### config.mk
export PLATFORM = sky130hd
export DESIGN_NAME = framebuffer_write_arbiter
export DESIGN_NICKNAME = d
export VERILOG_FILES = /design/src/rtl/fb_pkg.sv /design/src/rtl/fb_xy_to_addr.sv /design/src/rtl/framebuffer_write_arbiter.sv
export SDC_FILE = /design/constraint.sdc
export NUM_CORES = 1
export LEC_CHECK = 0
export ABC_CLOCK_PERIOD_IN_PS = 4200
export BUFFER_PORTS_ARGS = -buffer_cell sky130_fd_sc_hd__buf_4
export CORE_MARGIN = 2
export CORE_UTILIZATION = 54
export CTS_BUF_LIST = sky130_fd_sc_hd__clkbuf_16
export DETAILED_ROUTE_END_ITERATION = 8
export GPL_TIMING_DRIVEN = 0
export PLACE_DENSITY = 0.81
export SLEW_MARGIN = 20
export SYNTH_ARGS = -nofsm -noshare
export SYNTH_HDL_FRONTEND = slang
export SYNTH_SLANG_ARGS = --single-unit
export TNS_END_PERCENT = 30
### constraint.sdc
create_clock -name clock -period 4.2 [get_ports clock]
set_input_delay 0.42 -clock clock [delete_from_list [all_inputs] [get_ports clock]]
set_output_delay 0.42 -clock clock [all_outputs]
set_load 0.01 [all_outputs]
### src/rtl/fb_pkg.sv
// Shared constants and state encoding for the QQVGA framebuffer write and read sides.
package fb_pkg;

  localparam int H_RES     = 160;
  localparam int V_RES     = 120;
  localparam int FB_PIXELS = H_RES * V_RES;
  localparam int X_WIDTH   = 8;
  localparam int Y_WIDTH   = 7;

  typedef enum logic {
    SERVE = 1'b0,
    CLEAR = 1'b1
  } fb_state_t;

endpackage

### src/rtl/fb_xy_to_addr.sv
// Combinational (x, y) to linear framebuffer address, plus an in-range flag.
module fb_xy_to_addr #(
  parameter int ADDR_WIDTH = 15,
  parameter int H_RES      = 160,
  parameter int V_RES      = 120
) (
  input  logic [fb_pkg::X_WIDTH-1:0] x,
  input  logic [fb_pkg::Y_WIDTH-1:0] y,
  output logic [ADDR_WIDTH-1:0]      addr,
  output logic                       in_range
);
  import fb_pkg::*;

  // y*160 as two shifts; 15 bits holds the worst case even for out-of-range inputs
  logic [14:0] sum;

  always_comb begin
    sum      = 15'({y, 7'b0}) + 15'({y, 5'b0}) + 15'(x);
    addr     = ADDR_WIDTH'(sum);
    in_range = (32'(x) < H_RES) && (32'(y) < V_RES);
  end

endmodule

### src/rtl/framebuffer_write_arbiter.sv
// Write-side framebuffer controller: round-robin arbitration of two pixel requesters
// and a full-screen clear sequencer, driving registered write address/data/enable.
module framebuffer_write_arbiter #(
  parameter int DATA_WIDTH = 1,
  parameter int ADDR_WIDTH = 15,
  parameter int H_RES      = 160,
  parameter int V_RES      = 120
) (
  input  logic                  clock,
  input  logic                  reset,
  input  logic                  clear_start,
  input  logic [DATA_WIDTH-1:0] clear_color,
  output logic                  clear_busy,
  output logic                  clear_done,
  input  logic                  req0_valid,
  input  logic [7:0]            req0_x,
  input  logic [6:0]            req0_y,
  input  logic [DATA_WIDTH-1:0] req0_data,
  output logic                  req0_ready,
  input  logic                  req1_valid,
  input  logic [7:0]            req1_x,
  input  logic [6:0]            req1_y,
  input  logic [DATA_WIDTH-1:0] req1_data,
  output logic                  req1_ready,
  output logic [ADDR_WIDTH-1:0] fb_write_addr,
  output logic [DATA_WIDTH-1:0] fb_data,
  output logic                  fb_we
);
  import fb_pkg::*;

  localparam logic [ADDR_WIDTH-1:0] LAST_ADDR = ADDR_WIDTH'(H_RES * V_RES - 1);

  fb_state_t             state;
  logic [ADDR_WIDTH-1:0] clear_cnt;
  logic                  last_grant;
  logic                  grant;
  logic                  handshake;
  logic [7:0]            sel_x;
  logic [6:0]            sel_y;
  logic [DATA_WIDTH-1:0] sel_data;
  logic [ADDR_WIDTH-1:0] sel_addr;
  logic                  sel_in_range;

  // Contention goes to whoever did not win the last completed handshake
  always_comb begin
    grant = 1'b0;
    if (req0_valid && req1_valid) grant = ~last_grant;
    else if (req1_valid)          grant = 1'b1;
  end

  assign req0_ready = (state == SERVE) && req0_valid && !grant;
  assign req1_ready = (state == SERVE) && req1_valid && grant;
  assign handshake  = req0_ready || req1_ready;
  assign clear_busy = (state == CLEAR);

  assign sel_x    = req1_ready ? req1_x    : req0_x;
  assign sel_y    = req1_ready ? req1_y    : req0_y;
  assign sel_data = req1_ready ? req1_data : req0_data;

  fb_xy_to_addr #(
    .ADDR_WIDTH (ADDR_WIDTH),
    .H_RES      (H_RES),
    .V_RES      (V_RES)
  ) u_xy_to_addr (
    .x        (sel_x),
    .y        (sel_y),
    .addr     (sel_addr),
    .in_range (sel_in_range)
  );

  always_ff @(posedge clock) begin
    if (reset) begin
      state         <= SERVE;
      clear_cnt     <= '0;
      last_grant    <= 1'b1;
      fb_we         <= 1'b0;
      fb_write_addr <= '0;
      fb_data       <= '0;
      clear_done    <= 1'b0;
    end else begin
      fb_we      <= 1'b0;
      clear_done <= 1'b0;
      case (state)
        SERVE: begin
          if (handshake) begin
            last_grant <= req1_ready;
            // Out-of-range pixels complete the handshake but are dropped
            if (sel_in_range) begin
              fb_we         <= 1'b1;
              fb_write_addr <= sel_addr;
              fb_data       <= sel_data;
            end
          end
          if (clear_start) begin
            state     <= CLEAR;
            clear_cnt <= '0;
          end
        end
        CLEAR: begin
          fb_we         <= 1'b1;
          fb_write_addr <= clear_cnt;
          fb_data       <= clear_color;
          clear_cnt     <= clear_cnt + 1'b1;
          if (clear_cnt == LAST_ADDR) begin
            clear_done <= 1'b1;
            state      <= SERVE;
          end
        end
        default: state <= SERVE;
      endcase
    end
  end

endmodule

==> summary.md <==
| Metric | Value |
|---|---|
| Final hold slack | `about 0.37 ns` |
| Sequential fraction of design power | `0.354` |
| Clock tree from TritonCTS | `built` |
| Source-to-sink clock delay at the later pin of the worst-skew pair | `0.28 ns` |
| Core footprint | `between 4000 and 5000 sq um` |
| Power dissipated by switching net loads | `0.000322 W` |
| Overall power of the completed layout | `0.00103 W` |
| Signed area change from the synthesized netlist to the final layout | `26.3%` |
| Wire length of the first global-routing pass | `11,600 um` |
| CTS hold repair buffers | `0` |
| Height of the die | `approximately 70 um` |
| DR pass1 iterations | `5` |
| Share of post-route cells with drive strength above 1 | `0.228` |
| Number of enable-type register cells in the synthesized netlist | `0` |
| Ys Warns | `0` |
| Post-CTS setup buffer count | `0` |
| Total CTS buffers | `5` |
| Filler cell count | `385` |
| Synth Net Count | `around 360` |
| Area of the mapped netlist | `2400 sq um` |
| Die outline area | `4990 sq um` |
| Worst setup path class | `flip-flop to flip-flop` |
| Initial core utilization | `0.555` |
| DRC violations left | `0` |
| Post-synthesis sequential area ratio | `0.292` |
| Max-capacitance violation count | `0` |
| Count of nets left with antenna violations after detail routing | `0` |
| Final std cells w/o fill | `420` |
| Register bit count reported by yosys | `35` |
| GR Overflow Total | `0` |
| Clock edge transition at the registers on the reported setup and hold paths | `0.05 ns` |
| Part of the cycle the worst path needs | `0.890` |
| Worst clock skew | `around 0.0038 ns` |
| Cell count after synthesis | `303` |
| Element type at the critical path start | `flip-flop` |
| Drt initial violations | `168` |
| Combined area of the multi-input logic cells | `approximately 1600 sq um` |
| Row cnt | `24` |
| Share of synthesized flip-flops with an asynchronous set or reset | `0` |
| Relative max-transition margin | `0.559` |
| Final net count | `421` |
| CP Capture Type | `flip-flop` |
| Dominant register cell in the synthesized netlist | `dfxtp_1` |
| Min-Delay Path Class | `primary input to flip-flop` |
| WP data arrival | `just under 4 ns` |
| Post-detailed-routing wire length | `a little over 7000 um` |
| Max Transition Viols Final | `0` |
| TritonCTS Sinks | `35` |
| H-tree levels | `2` |
| Logic gate share of total power | `0.304` |
| Bufs on Longest Clock Path | `2` |
| Clock network fraction of total power | `0.341` |
| Number of cells upsized or downsized after cts | `0` |
| Maximum net fanout on the critical path | `10` |
| Die Span X | `70.6 um` |
| Post-layout min period | `around 3.7 ns` |
| Vias in the first global route | `around 2,500` |
| Switching part of the total power | `0.312` |
| Cell count after placement | `roughly 400` |
| Final-layout setup total negative slack | `0 ns` |
| Antenna fix cells | `0` |
| Number of ports placed on the die boundary | `59` |
| Internal Dissipation | `just over 0.0007 W` |
| Unique masters post-synth | `between 50 and 60` |
| Power density of the placed cells | `approximately 340 nW/um^2` |
| Maximum vdd ir drop | `between 0.2 and 0.25 mV` |
| Global Route Usage Sum | `0.291` |
| Final count of hold timing violations | `0` |
| Leakage power | `about 1.3 nW` |
| Peak Freq | `approximately 270 MHz` |
| DR vias | `2,555` |
| Data required, critical path | `4.36 ns` |
| Sequential Area | `701 sq um` |
| Run status | `finished clean` |
| Slew at the pin closest to its max-slew limit | `between 0.6 and 0.7 ns` |
| GP Congestion | `around 0.95` |
| Via count normalized by instance count | `between 6 and 7` |
| Final HPWL from detailed placement | `between 5000 and 6000 um` |
| Setup violations, final | `0` |
| Average cell area after synthesis | `7.92 sq um` |
| Number of port buffers | `57` |
| Initial antenna violation count | `0` |
| Cell chosen for the clock root | `clkbuf_16` |
| Pin count of the biggest net entering global routing | `11` |
| Wire length per cell | `16.9 um` |
| Unrepaired setup endpoints after global routing | `no` |
power groups by stage:
stage / Clock, W / Combinational, W / Sequential, W
after floorplan: 0 / 0.000192 / 0.000378
after global placement: 0 / 0.000302 / 0.000372
after detailed placement: 0 / 0.000310 / 0.000372
after CTS: 0.000350 / 0.000312 / 0.000365
after global routing: 0.000370 / 0.000345 / 0.000367
final: 0.000352 / 0.000314 / 0.000366
cells in the mapped netlist (all sizes together), types with 6 or more instances:
| library cell | number | area share |
|---|---|---|
| nand2 | 50 | 0.078 |
| dfxtp | 35 | 0.29 |
| a21oi | 22 | 0.047 |
| nor2 | 22 | 0.034 |
| inv | 15 | 0.023 |
| ha | 14 | 0.073 |
| o21ai | 14 | 0.029 |
| nand3 | 12 | 0.025 |
| clkbuf | 10 | 0.016 |
| a311oi | 9 | 0.046 |
| nor3 | 9 | 0.019 |
| buf | 8 | 0.018 |
| a31oi | 6 | 0.016 |
| o211ai | 6 | 0.019 |
sequential cells by signal, summed over array words and instances, names as in the netlist:
name           count
clear_cnt         15
clear_done         1
fb_write_addr     15
clear_busy         1
fb_data            1
last_grant         1
fb_we              1
per-layer routing:
| layer | vias to the layer above | wire, um | part of all wire | GRT usage |
|---|---|---|---|---|
| met3 | 12 | 444 | 0.063 | 0.0698 |
| met4 | 0 | 89 | 0.013 | 0.0818 |
| met1 | 1190 | 3100 | 0.44 | 0.364 |
| met2 | 104 | 3460 | 0.49 | 0.502 |
| li1 | 1249 | - | - | - |
| met5 | - | 0 | 0 | 0 |
per-stage QoR:
| step | utilization | setup WS [ns] | instance area, sq um |
|---|---|---|---|
| finish | 0.701 | 0.460 | 3030 |
| global route | 0.701 | 0.200 | 3030 |
| CTS | 0.701 | 0.476 | 3030 |
| detailed placement | 0.669 | 0.372 | 2890 |
| global placement | 0.669 | 0.431 | 2890 |
| floorplan | - | 0.793 | 2400 |
final cells by class:
class	count	share of cell area
buffer	18	0.0268
clock buffer	5	0.0413
clock inverter	3	0.00413
inverter	15	0.0186
multi-input combinational	235	0.515
sequential	35	0.231
tap	52	0.0215
timing repair buffer	57	0.141
cell usage in the layout, fill, tap and decap left out, types with 6 or more instances in the layout:
| master | Yosys | layout |
|---|---|---|
| buf_4 | 0 | 57 |
| nand2_1 | 50 | 50 |
| dfxtp_1 | 35 | 35 |
| nor2_1 | 22 | 22 |
| a21oi_1 | 21 | 21 |
| inv_1 | 14 | 16 |
| ha_1 | 14 | 14 |
| o21ai_0 | 13 | 13 |
| nand3_1 | 12 | 12 |
| clkbuf_1 | 10 | 10 |
| nor3_1 | 9 | 9 |
| o211ai_1 | 6 | 6 |
| a31oi_1 | 6 | 6 |
cell families (layout without fill, tap and decap cells):
kind of cell	after synthesis	in the layout	synth area share
simple gates	121	121	0.240
compound gates	87	87	0.276
flops	35	35	0.292
buf+inv	33	98	0.0574
fa+ha+maj	16	16	0.0897
xor+xnor	6	6	0.0219
mux	5	5	0.0224
critical path, stage by stage, from the launching register on:
cell	delay [ns]
dfxtp_1	0.32
and2b_4	0.27
nand2_1	0.08
inv_2	0.17
buf_1	0.40
nand2_1	0.10
nand2_1	0.09
inv_1	0.05
fa_1	0.47
inv_1	0.06
fa_1	0.48
a211oi_1	0.40
nor2_1	0.09
o2111a_1	0.27
a221o_1	0.36
final timing paths:
kind,to,depth (start not counted),from,slack (ns)
hold reg to reg,fb_data$_SDFFE_PP0P_,2,fb_data$_SDFFE_PP0P_,0.50
setup reg to reg,fb_write_addr[14]$_SDFFE_PP0P_,14,clear_busy$_SDFF_PP0_,0.46
setup / recovery,fb_write_addr[14]$_SDFFE_PP0P_,14,clear_busy$_SDFF_PP0_,0.46
hold / removal,fb_data$_SDFFE_PP0P_,3,clear_color,0.37
Power figures use the tool's default switching activity.
